### src/rtl/uart_tx_param.sv
// uart_tx_param: parametrised UART transmitter (start, DATA_BITS LSB-first, optional parity via UART_TX_PARITY_EN, STOP_BITS stop)
module uart_tx_param #(
  parameter int DATA_BITS  = 8,
  parameter int STOP_BITS  = 1,
  parameter int DIV_W      = 16,
  parameter int PARITY_ODD = 0
) (
  input  logic                 clk,
  input  logic                 rst_n,
  input  logic [DATA_BITS-1:0] tx_data_in,
  input  logic                 tx_valid_in,
  output logic                 tx_ready_out,
  input  logic [DIV_W-1:0]     baud_div_in,
  output logic                 tx_busy_out,
  output logic                 tx_done_out,
  output logic                 tx_data_out
);
  typedef enum logic [2:0] {IDLE, START, DATA, STOP
`ifdef UART_TX_PARITY_EN
    , PARITY
`endif
  } state_t;
  state_t               state;
  logic [DATA_BITS-1:0] shreg;
  logic [DIV_W-1:0]     period;
  logic [DIV_W-1:0]     cnt;
  logic [3:0]           bit_cnt;
  logic                 stop_cnt;
`ifdef UART_TX_PARITY_EN
  logic                 par;
`endif
  assign tx_ready_out = state == IDLE;
  assign tx_busy_out  = state != IDLE;
  // frame sequencer: every bit holds for period+1 cycles, line and done are registered
  always_ff @(posedge clk or negedge rst_n) begin
    if (!rst_n) begin
      state       <= IDLE;
      shreg       <= '0;
      period      <= '0;
      cnt         <= '0;
      bit_cnt     <= '0;
      stop_cnt    <= 1'b0;
      tx_data_out <= 1'b1;
      tx_done_out <= 1'b0;
`ifdef UART_TX_PARITY_EN
      par         <= 1'b0;
`endif
    end else begin
      tx_done_out <= 1'b0;
      case (state)
        IDLE: begin
          tx_data_out <= 1'b1;
          if (tx_valid_in) begin
            shreg       <= tx_data_in;
            period      <= baud_div_in;
            cnt         <= baud_div_in;
            bit_cnt     <= '0;
            stop_cnt    <= 1'b0;
            tx_data_out <= 1'b0;
            state       <= START;
`ifdef UART_TX_PARITY_EN
            par         <= (^tx_data_in) ^ PARITY_ODD[0];
`endif
          end
        end
        START: begin
          if (cnt == '0) begin
            cnt         <= period;
            tx_data_out <= shreg[0];
            state       <= DATA;
          end else cnt <= cnt - 1'b1;
        end
        DATA: begin
          if (cnt == '0) begin
            cnt <= period;
            if (bit_cnt == 4'(DATA_BITS - 1)) begin
`ifdef UART_TX_PARITY_EN
              tx_data_out <= par;
              state       <= PARITY;
`else
              tx_data_out <= 1'b1;
              state       <= STOP;
`endif
            end else begin
              bit_cnt     <= bit_cnt + 1'b1;
              shreg       <= shreg >> 1;
              tx_data_out <= shreg[1];
            end
          end else cnt <= cnt - 1'b1;
        end
`ifdef UART_TX_PARITY_EN
        PARITY: begin
          if (cnt == '0) begin
            cnt         <= period;
            tx_data_out <= 1'b1;
            state       <= STOP;
          end else cnt <= cnt - 1'b1;
        end
`endif
        STOP: begin
          if (cnt == '0) begin
            if (stop_cnt == 1'(STOP_BITS - 1)) begin
              tx_done_out <= 1'b1;
              state       <= IDLE;
            end else begin
              stop_cnt <= 1'b1;
              cnt      <= period;
            end
          end else cnt <= cnt - 1'b1;
        end
        default: state <= IDLE;
      endcase
    end
  end
endmodule

### config.mk
export PLATFORM = sky130hd
export DESIGN_NAME = uart_tx_param
export DESIGN_NICKNAME = d
export VERILOG_FILES = /design/src/rtl/uart_tx_param.sv
export SDC_FILE = /design/constraint.sdc
export NUM_CORES = 1
export LEC_CHECK = 0
export ABC_AREA = 1
export CORE_UTILIZATION = 57
export CTS_CLUSTER_SIZE = 16
export DETAILED_ROUTE_END_ITERATION = 10
export GPL_TIMING_DRIVEN = 0
export HOLD_SLACK_MARGIN = 0.02
export PLACE_DENSITY = 0.8
export RECOVER_POWER = 50
export SKIP_LAST_GASP = 1
export SYNTH_ARGS = -nofsm -noshare
export SYNTH_HDL_FRONTEND = slang
export SYNTH_SLANG_ARGS = --single-unit
### constraint.sdc
create_clock -name clk -period 1.9 [get_ports clk]
set_input_delay 0.285 -clock clk [delete_from_list [all_inputs] [get_ports clk]]
set_output_delay 0.285 -clock clk [all_outputs]
set_load 0.05 [all_outputs]
---- After elaboration in Yosys (flattened, before gate mapping) ----
Cells that the tools add are included.
Widths: inputs -> output; s select.
storage, ports and cells
  bits of input ports ..................... 27
  logic and storage cells ................. 68
  output and inout port bits .............. 4
  register bits after elaboration ......... 50
operators by class
  add/subtract/negate cells ............... 2
  mux-type cells .......................... 32
  eq/ne operators ......................... 12
  reduce and logical (&&, ||, !) cells .... 14
operators by type and width
  operator               number
  $mux 16                4
  $pmux 16 s3            1
  $mux 8                 3
  $mux 3                 6
  $logic_not 16->1       1
  $pmux 8 s2             1
  $sub 16x1->16 const B  1
  $ne 2x2->1 const B     7
  $mux 4                 3
  $pmux 3 s4             1
  $mux 1                 10
  $reduce_and 3->1       3
  $reduce_bool 3->1      3
  $pmux 4 s2             1
  $eq 3x2->1 const B     2
  $reduce_and 6->1       1
  $add 4x1->4 const B    1
  $eq 4x3->1 const B     1
  $reduce_and 4->1       1
  $reduce_bool 2->1      2
  $eq 3x1->1 const B     1
  $logic_not 3->1        1
  $ne 3x3->1 const B     1
  $pmux 1 s3             1
  other kinds (3)        3

---- Depth between registers and ports, before layout ----
  depth in word-level cells ............... 4
  mapped depth ............................ 10
  depth with buffers taken out ............ 10

---- Worst setup path before layout ----
OpenSTA, ideal clock, no wires.
  path kind ............................... register to register
  start ................................... register state[0]
  end ..................................... register cnt[3]
  path slack .............................. -0.354 ns
  stages on the path, launching flop included .. 9
  arrival ................................. 2.137 ns
  path buffers ............................ 2
  data required time ...................... 1.783 ns
  clock period less this slack ............ 2.254 ns
  path through ............................ dfrtp_1 inv_1 ha_1 buf_2 clkinv_1 clkbuf_1 nand3_1 nand2_1 nand2_1
between the ends
  elaborated cells on any way between the ends .. 10
  those cells by class .................... eq/ne (5); mux (1); reduce/logical (4)
RTL lines
  element                                                           line  text
  start, declared                                                   23    state_t state;
  start signal, assigned                                            37    state <= IDLE;
  start signal, assigned                                            60    state <= START;
  start signal, assigned                                            70    state <= DATA;
  $logic_not 3->1 (*)                                               --
  via tx_ready_out                                                  12    output logic tx_ready_out,
  $ne 2x2->1 (no line) / $reduce_bool 3->1 (equally long branches)  --
  $reduce_and 3->1 (no line)                                        --
  end signal, assigned                                              56    cnt <= baud_div_in;
  end signal, assigned                                              68    cnt <= period;
  end signal, assigned                                              71    end else cnt <= cnt - 1'b1;
  end, declared                                                     26    logic [DIV_W-1:0] cnt;
The timed path passes the listed nets; every way through them passes the cells marked *.
A chain may end at the register's enable or synchronous reset.

---- Final worst setup path ----
  start ................................... register state[1]
  end ..................................... output port tx_busy_out
between the ends
  word-level cells in the longest chain between the ends .. 1
RTL lines
  element            line  text
  $reduce_bool 3->1  33    assign tx_busy_out = state != IDLE;
  end, declared      14    output logic tx_busy_out,
Every way passes these cells.

==> key figures <==
Route
  – Number of iterations in the first detailed-routing pass: 4
  – Via total after detailed routing: 2,752
  – WL per Instance: 13.8 um
  – WL final: 7.20 mm
  – Number of vias per cell after detailed routing: 5.28
  – Iter 0 DRT Violations: 151
  – # DRC: 0
  – Final antenna-violating net count: 0

Final layout
  – Most common cell after layout, fill and taps aside: nand2_1
  – Number of cells in the finished layout apart from fillers: 521
  – Core occupancy in the finished layout: 70.9%
  – # nets final: 485
  – Share of final-layout standard cells stronger than drive strength 1: 19.1%
  – Top library cells by usage in the layout, fill and taps aside: nand2_1 (125), inv_1 (50), dfrtp_1 (47), nand3_1 (29)
  – Number of antenna cells inserted: 0
  – Area growth, synth to finish: 17.4%
  – Final std cell area, no fill: 3690 um2

Synth
  – Number of warnings printed during yosys synthesis: 0
  – Share of flip-flops with an asynchronous set or reset: 100%
  – Seq/Total Area, Yosys: 38.3%
  – Post-Syn Instances: 409
  – Count of state elements after synthesis: 48
  – Combined area of all synthesized cells: 3140 um2
  – Post-synth top flop: dfrtp_1
  – Library cells used by synthesis: 35
  – Post-synth net total: 444
  – Count of flip-flops with a built-in enable after synthesis: 0
  – Post-Synthesis Mean Instance Area: 7.68 um2

Timing
  – Worst Hold Margin: 0.490 ns
  – Final Worst Setup Slack: 0.0513 ns
  – Fmax: 541 MHz
  – Count of pins over their slew limit: 0
  – Period Utilization, post-route: 97.3%
  – Final setup violation count: 0
  – Headroom to the max-slew limit: 55.9%
  – RSZ-0062 raised after global routing: true
  – Endpoints failing hold: 0
  – Final worst clock skew: 0.00448 ns
  – Transition time of the tightest slew-check pin: 0.661 ns
  – Shortest period the worst path allows: 1.85 ns

Place
  – Post-Place Worst Slack: -0.590 ns
  – GP Congestion: 0.878
  – Placed Instances: 510
  – Placement-stage cell area: 3550 um2
  – Total of buffers placed on input and output ports: 30
  – Detail Placement HPWL: 5.15 mm

GRT
  – Largest net degree at the start of global routing: 38
  – Overall Global Routing Usage: 26.2%
  – Initial antenna violation count: 0
  – Number of global-route vias before repair: 2,689
  – Global-route wire length before repair: 12.2 mm
  – Grt total ovfl: 0

Die
  – Height of the chip: 76.3 um
  – Effective utilization at floorplan: 60.4%
  – Width of the die: 76.3 um
  – I/O pin count: 31
  – Placeable core region: 5200 um2
  – Placement row count: 26
  – Area of the die: 5810 um2

Power and ir drop
  – PwrDens: 1650 nW/um2
  – Max VDD drop: 1.07 mV
  – Leak pwr: 0.00185 uW

Critical path
  – Top delay family on crit path: buffers and inverters
  – Startpoint type of the worst setup path: flop
  – Setup crit end kind: primary output
  – Maximum fanout count along the critical path: 10
  – Stage delay of the slowest cell on the critical path: 0.41 ns
  – Most prevalent standard cell on the critical path: buf_8
  – Slowest cell on the critical path: dfrtp_1
  – Buffers plus inverters on the worst setup path: 5
  – Worst-path cell chain: inv_1 > ha_4 > buf_6 > inv_4 > buf_8 > buf_8
  – Arrival @ worst endpoint: 1.56 ns
  – Setup Crit Path Kind: reg2out
  – Required time of the critical path: 1.62 ns

Clocking
  – Clock Tree Buf Depth: 2
  – Num CTS Buffers: 5
  – Root cell of the clock tree: clkbuf_8
  – TritonCTS clock tree: done
  – Clock latency of the later-clocked register in the worst-skew pair: 0.31 ns
  – Clock Sinks: 48
  – H-tree depth: 2
  – Clock-pin slew of the registers on the worst-case setup and hold paths: 0.09 ns

Min path
  – Hold Crit Class: reg2reg

Status
  – Outcome: finished, final reports clean

Run
  – Count of max-cap constraint violations: 0
stage by stage:
step | total power [uW] | TNS, ns
after global placement | 5220 | -42.34
after floorplan | 4550 | 0
after CTS | 5940 | -0.215
final | 6090 | 0
after detailed placement | 5340 | -0.746
after global routing | 6630 | -0.0337
report_power, final:
group | leakage (uW) | switching, uW | internal, uW | total [uW]
clock network | 0.0000422 | 350 | 259 | 609
logic | 0.00122 | 2110 | 1440 | 3550
registers | 0.000583 | 408 | 1530 | 1930
layer usage:
layer	GRT usage, %	part of all wire (%)	wire length, um
met5	0	0	0
met4	8.46	1.9	134
met3	4.79	3.2	229
met2	46.5	51	3640
met1	32.1	44	3190
worst register-to-register path, cell delays in order, from the launching register on:
cell and delay, ns:
dfrtp_1 0.44, inv_2 0.11, ha_1 0.21, nand3_2 0.14, nor2_8 0.15, nand2_4 0.13
nand2_2 0.10, nand3_4 0.11, buf_6 0.18, nand2_1 0.08, o21ai_2 0.05
final cells by class:
| type | count | area [um2] |
|---|---|---|
| Inverter | 54 | 209 |
| Clock inverter | 1 | 5.00 |
| Buffer | 12 | 121 |
| Timing Repair Buffer | 34 | 330 |
| Multi-Input combinational cell | 295 | 1660 |
| Fill cell | 429 | 1520 |
| Sequential cell | 48 | 1200 |
| Tap cell | 70 | 87.6 |
| Clock buffer | 7 | 76.3 |
logic make-up (layout without fill, tap and decap cells):
family / count (synthesis) / count (layout) / share of synthesized area, %
fa+ha+maj: 8 / 8 / 3.18
compound gates: 48 / 48 / 9.99
xor+xnor: 3 / 3 / 0.836
mux: 14 / 14 / 4.78
simple gates: 222 / 222 / 33.3
buf+inv: 66 / 108 / 9.67
flops: 48 / 48 / 38.3
state kept, by name, indices dropped and copies added, names as in the netlist:
signal       count
tx_done_out      1
tx_data_out      1
shreg            8
period          16
state            2
cnt             16
bit_cnt          4
worst paths after layout:
kind                       startpoint          end  slack, ns  cells after the start
setup / recovery             state[1]  tx_busy_out       0.05                      6
hold / removal               shreg[1]     shreg[1]       0.49                      2
setup reg to reg               cnt[0]   bit_cnt[1]       0.12                     10
hold reg to reg              shreg[1]     shreg[1]       0.49                      2
max in group asynchronous       rst_n      cnt[13]       0.36                      3
min in group asynchronous       rst_n   period[15]       0.51                      2
cell usage after synthesis (3+ instances only):
| cell type | number | share of area (%) |
|---|---|---|
| nor2_1 | 26 | 3.1 |
| nor2_2 | 16 | 3.2 |
| o21ai_2 | 11 | 3.1 |
| buf_2 | 5 | 0.80 |
| a21oi_1 | 10 | 1.6 |
| nand3_1 | 29 | 4.6 |
| buf_6 | 3 | 1.1 |
| nand2_1 | 125 | 15 |
| mux2_2 | 8 | 2.9 |
| dfrtp_1 | 47 | 37 |
| a21oi_2 | 8 | 2.2 |
| nand4_1 | 4 | 0.80 |
| inv_1 | 51 | 6.1 |
| or2_2 | 3 | 0.60 |
| o21ai_0 | 15 | 2.4 |
| nand3b_1 | 7 | 1.7 |
| nand2_2 | 4 | 0.80 |
| mux2i_1 | 6 | 1.9 |
| o21ai_1 | 3 | 0.48 |
| ha_1 | 8 | 3.2 |
| xor2_1 | 3 | 0.84 |
timing repair:
item,4_1_cts,5_1_grt
hold buffers,1,0
setup buffers,0,2
endpoints found under the hold margin,10,0
gates resized for setup,10,15
setup endpoints to repair,7,40
cloned,0,0
pin swaps,0,1
No activity file was read; power rests on OpenSTA's default activity.
==> variant (config.mk and constraints unchanged) <==
Set the parameter `DATA_BITS` to 10 (it was 8).
--- a/src/rtl/uart_tx_param.sv
+++ b/src/rtl/uart_tx_param.sv
@@ -1,5 +1,5 @@
 // uart_tx_param: parametrised UART transmitter (start, DATA_BITS LSB-first, optional parity via UART_TX_PARITY_EN, STOP_BITS stop)
 module uart_tx_param #(
-  parameter int DATA_BITS  = 8,
+  parameter int DATA_BITS  = 10,
   parameter int STOP_BITS  = 1,
   parameter int DIV_W      = 16,
Interface: changed (resized tx_data_in); port bits go from 31 to 33. No check against the original RTL was run, so the function may have changed too.
==> variant against the unedited design <==
- non-clock buffer count is 9 higher
- critical path type unchanged
- area after synthesis is 2.7% higher
- register-to-register slack better by 0.02 ns
- wire length increased by 6.1%
- final cell count increased by 14%
- total power down 1.9%
- worst setup slack improved by 0.015 ns
- design area grew 4.1%
- critical endpoint is now tx_ready_out
- largest cell class unchanged
- sequential cell count up 2
==> variant: results (changes against the unedited design) <==
| Metric | Value |
|---|---|
| Status | `finished clean (unchanged)` |
| Router iterations before antenna repair | `5 (was 4)` |
| Port Buffer Count | `32 (was 30)` |
| Commonest cells post-synth | `nand2_1, inv_1, nor2_1 (was nand2_1, inv_1, dfrtp_1)` |
| Seq/Total Area, Yosys | `0.3878 (was 0.3826)` |
| Top flop regs | `cnt x16, period x16, shreg x10 (was cnt x16, period x16, shreg x8)` |
| Global-route wire length before repair | `13390 µm (was 12160 µm)` |
| Routability cong. | `0.9342 (was 0.8775)` |
| Total wire length | `7642 µm (was 7200 µm)` |
| Mapped Avg Cell Area | `6.799 µm² (was 7.685 µm²)` |
| Pre-CTS WS | `-0.4234 ns (was -0.5900 ns)` |
| Placed instance count | `580 (was 510)` |
| Post-Syn Nets | `513 (was 444)` |
| Met3 Use GR | `0.04167 (was 0.04790)` |
| Post-DP HPWL | `5565 µm (was 5152 µm)` |
| Mux share of post-synthesis cell area | `0 (was 0.04777)` |
| R2R Path End | `shreg[3] (was bit_cnt[1])` |
| Overall power | `5.976 mW (was 6.092 mW)` |
| Reg2reg start | `cnt[1] (was cnt[0])` |
| Worst setup path endpoint | `tx_ready_out (was tx_busy_out)` |
| Hold_sp | `shreg[0] (was shreg[1])` |
| Clock power share | `0.110 (was 0.100)` |
| Starting DRT DRC Count | `190 (was 151)` |
| Fin nets | `561 (was 485)` |
| Leakage | `2.051 nW (was 1.848 nW)` |
| Fmax | `0.5452 GHz (was 0.5409 GHz)` |
| Internal power | `3.101 mW (was 3.225 mW)` |
| Vias in the first global route | `3005 (was 2689)` |
| Worst-case clock buffer depth | `2 (unchanged)` |
| Clk_skew | `0.01336 ns (was 0.004484 ns)` |
| XOR/XNOR Fraction of Synth Area | `0.01356 (was 0.008360)` |
| WHS | `0.4793 ns (was 0.4897 ns)` |
| Slowest CP cell | `dlygate4sd2_1 (was dfrtp_1)` |
| Relative slew margins | `0.5046 (was 0.5592)` |
| Synth Area in Compound Gates | `0.07478 (was 0.09992)` |
| Distinct cells, synth | `30 (was 35)` |
| Peak VDD IR | `852.2 µV (was 1072 µV)` |
| Reg2reg path depth | `12 (was 10)` |
| Synth Area in Adders | `0.03487 (was 0.03185)` |
| Total GRT Usage | `0.2834 (was 0.2624)` |
| Synth area leaders | `dfrtp_1, nand2_1, inv_1 (unchanged)` |
| Global Route met2 Usage | `0.5044 (was 0.4649)` |
| Clk_lat worst skew | `0.31 ns (about the same)` |
==> variant: cell types whose count changed in the layout (fill, tap and decap cells not counted), sizes merged, moves of 6 or more <==
| cell | unedited run | this run |
|---|---|---|
| nand2 | 131 | 180 |
| nor2 | 44 | 64 |
| inv | 53 | 64 |
| a21oi | 18 | 10 |
| clkbuf | 10 | 18 |
| mux2 | 8 | 0 |
| mux2i | 6 | 0 |
==> variant: final cells by class <==
class                      count  area, µm²
buffer                        13      86.33
clock buffer                   8      90.09
fill                         479       1634
inverter                      64      240.2
multi-input combinational    347       1693
sequential                    50       1252
tap                           72      90.09
timing repair buffer          42      386.6
==> variant: what timing repair did <==
item	CTS	global route
hold buffers	1	0
setup buffers	5	3
endpoints found under the hold margin	13	0
pin swaps	2	2
cloned	0	0
gates resized for setup	11	11
setup endpoints to repair	33	45
==> variant: layer usage <==
metal,vias up,routed length [µm]
met5,-,0
met4,0,123
met3,13,262
met2,64,3910
met1,1435,3345
li1,1549,-
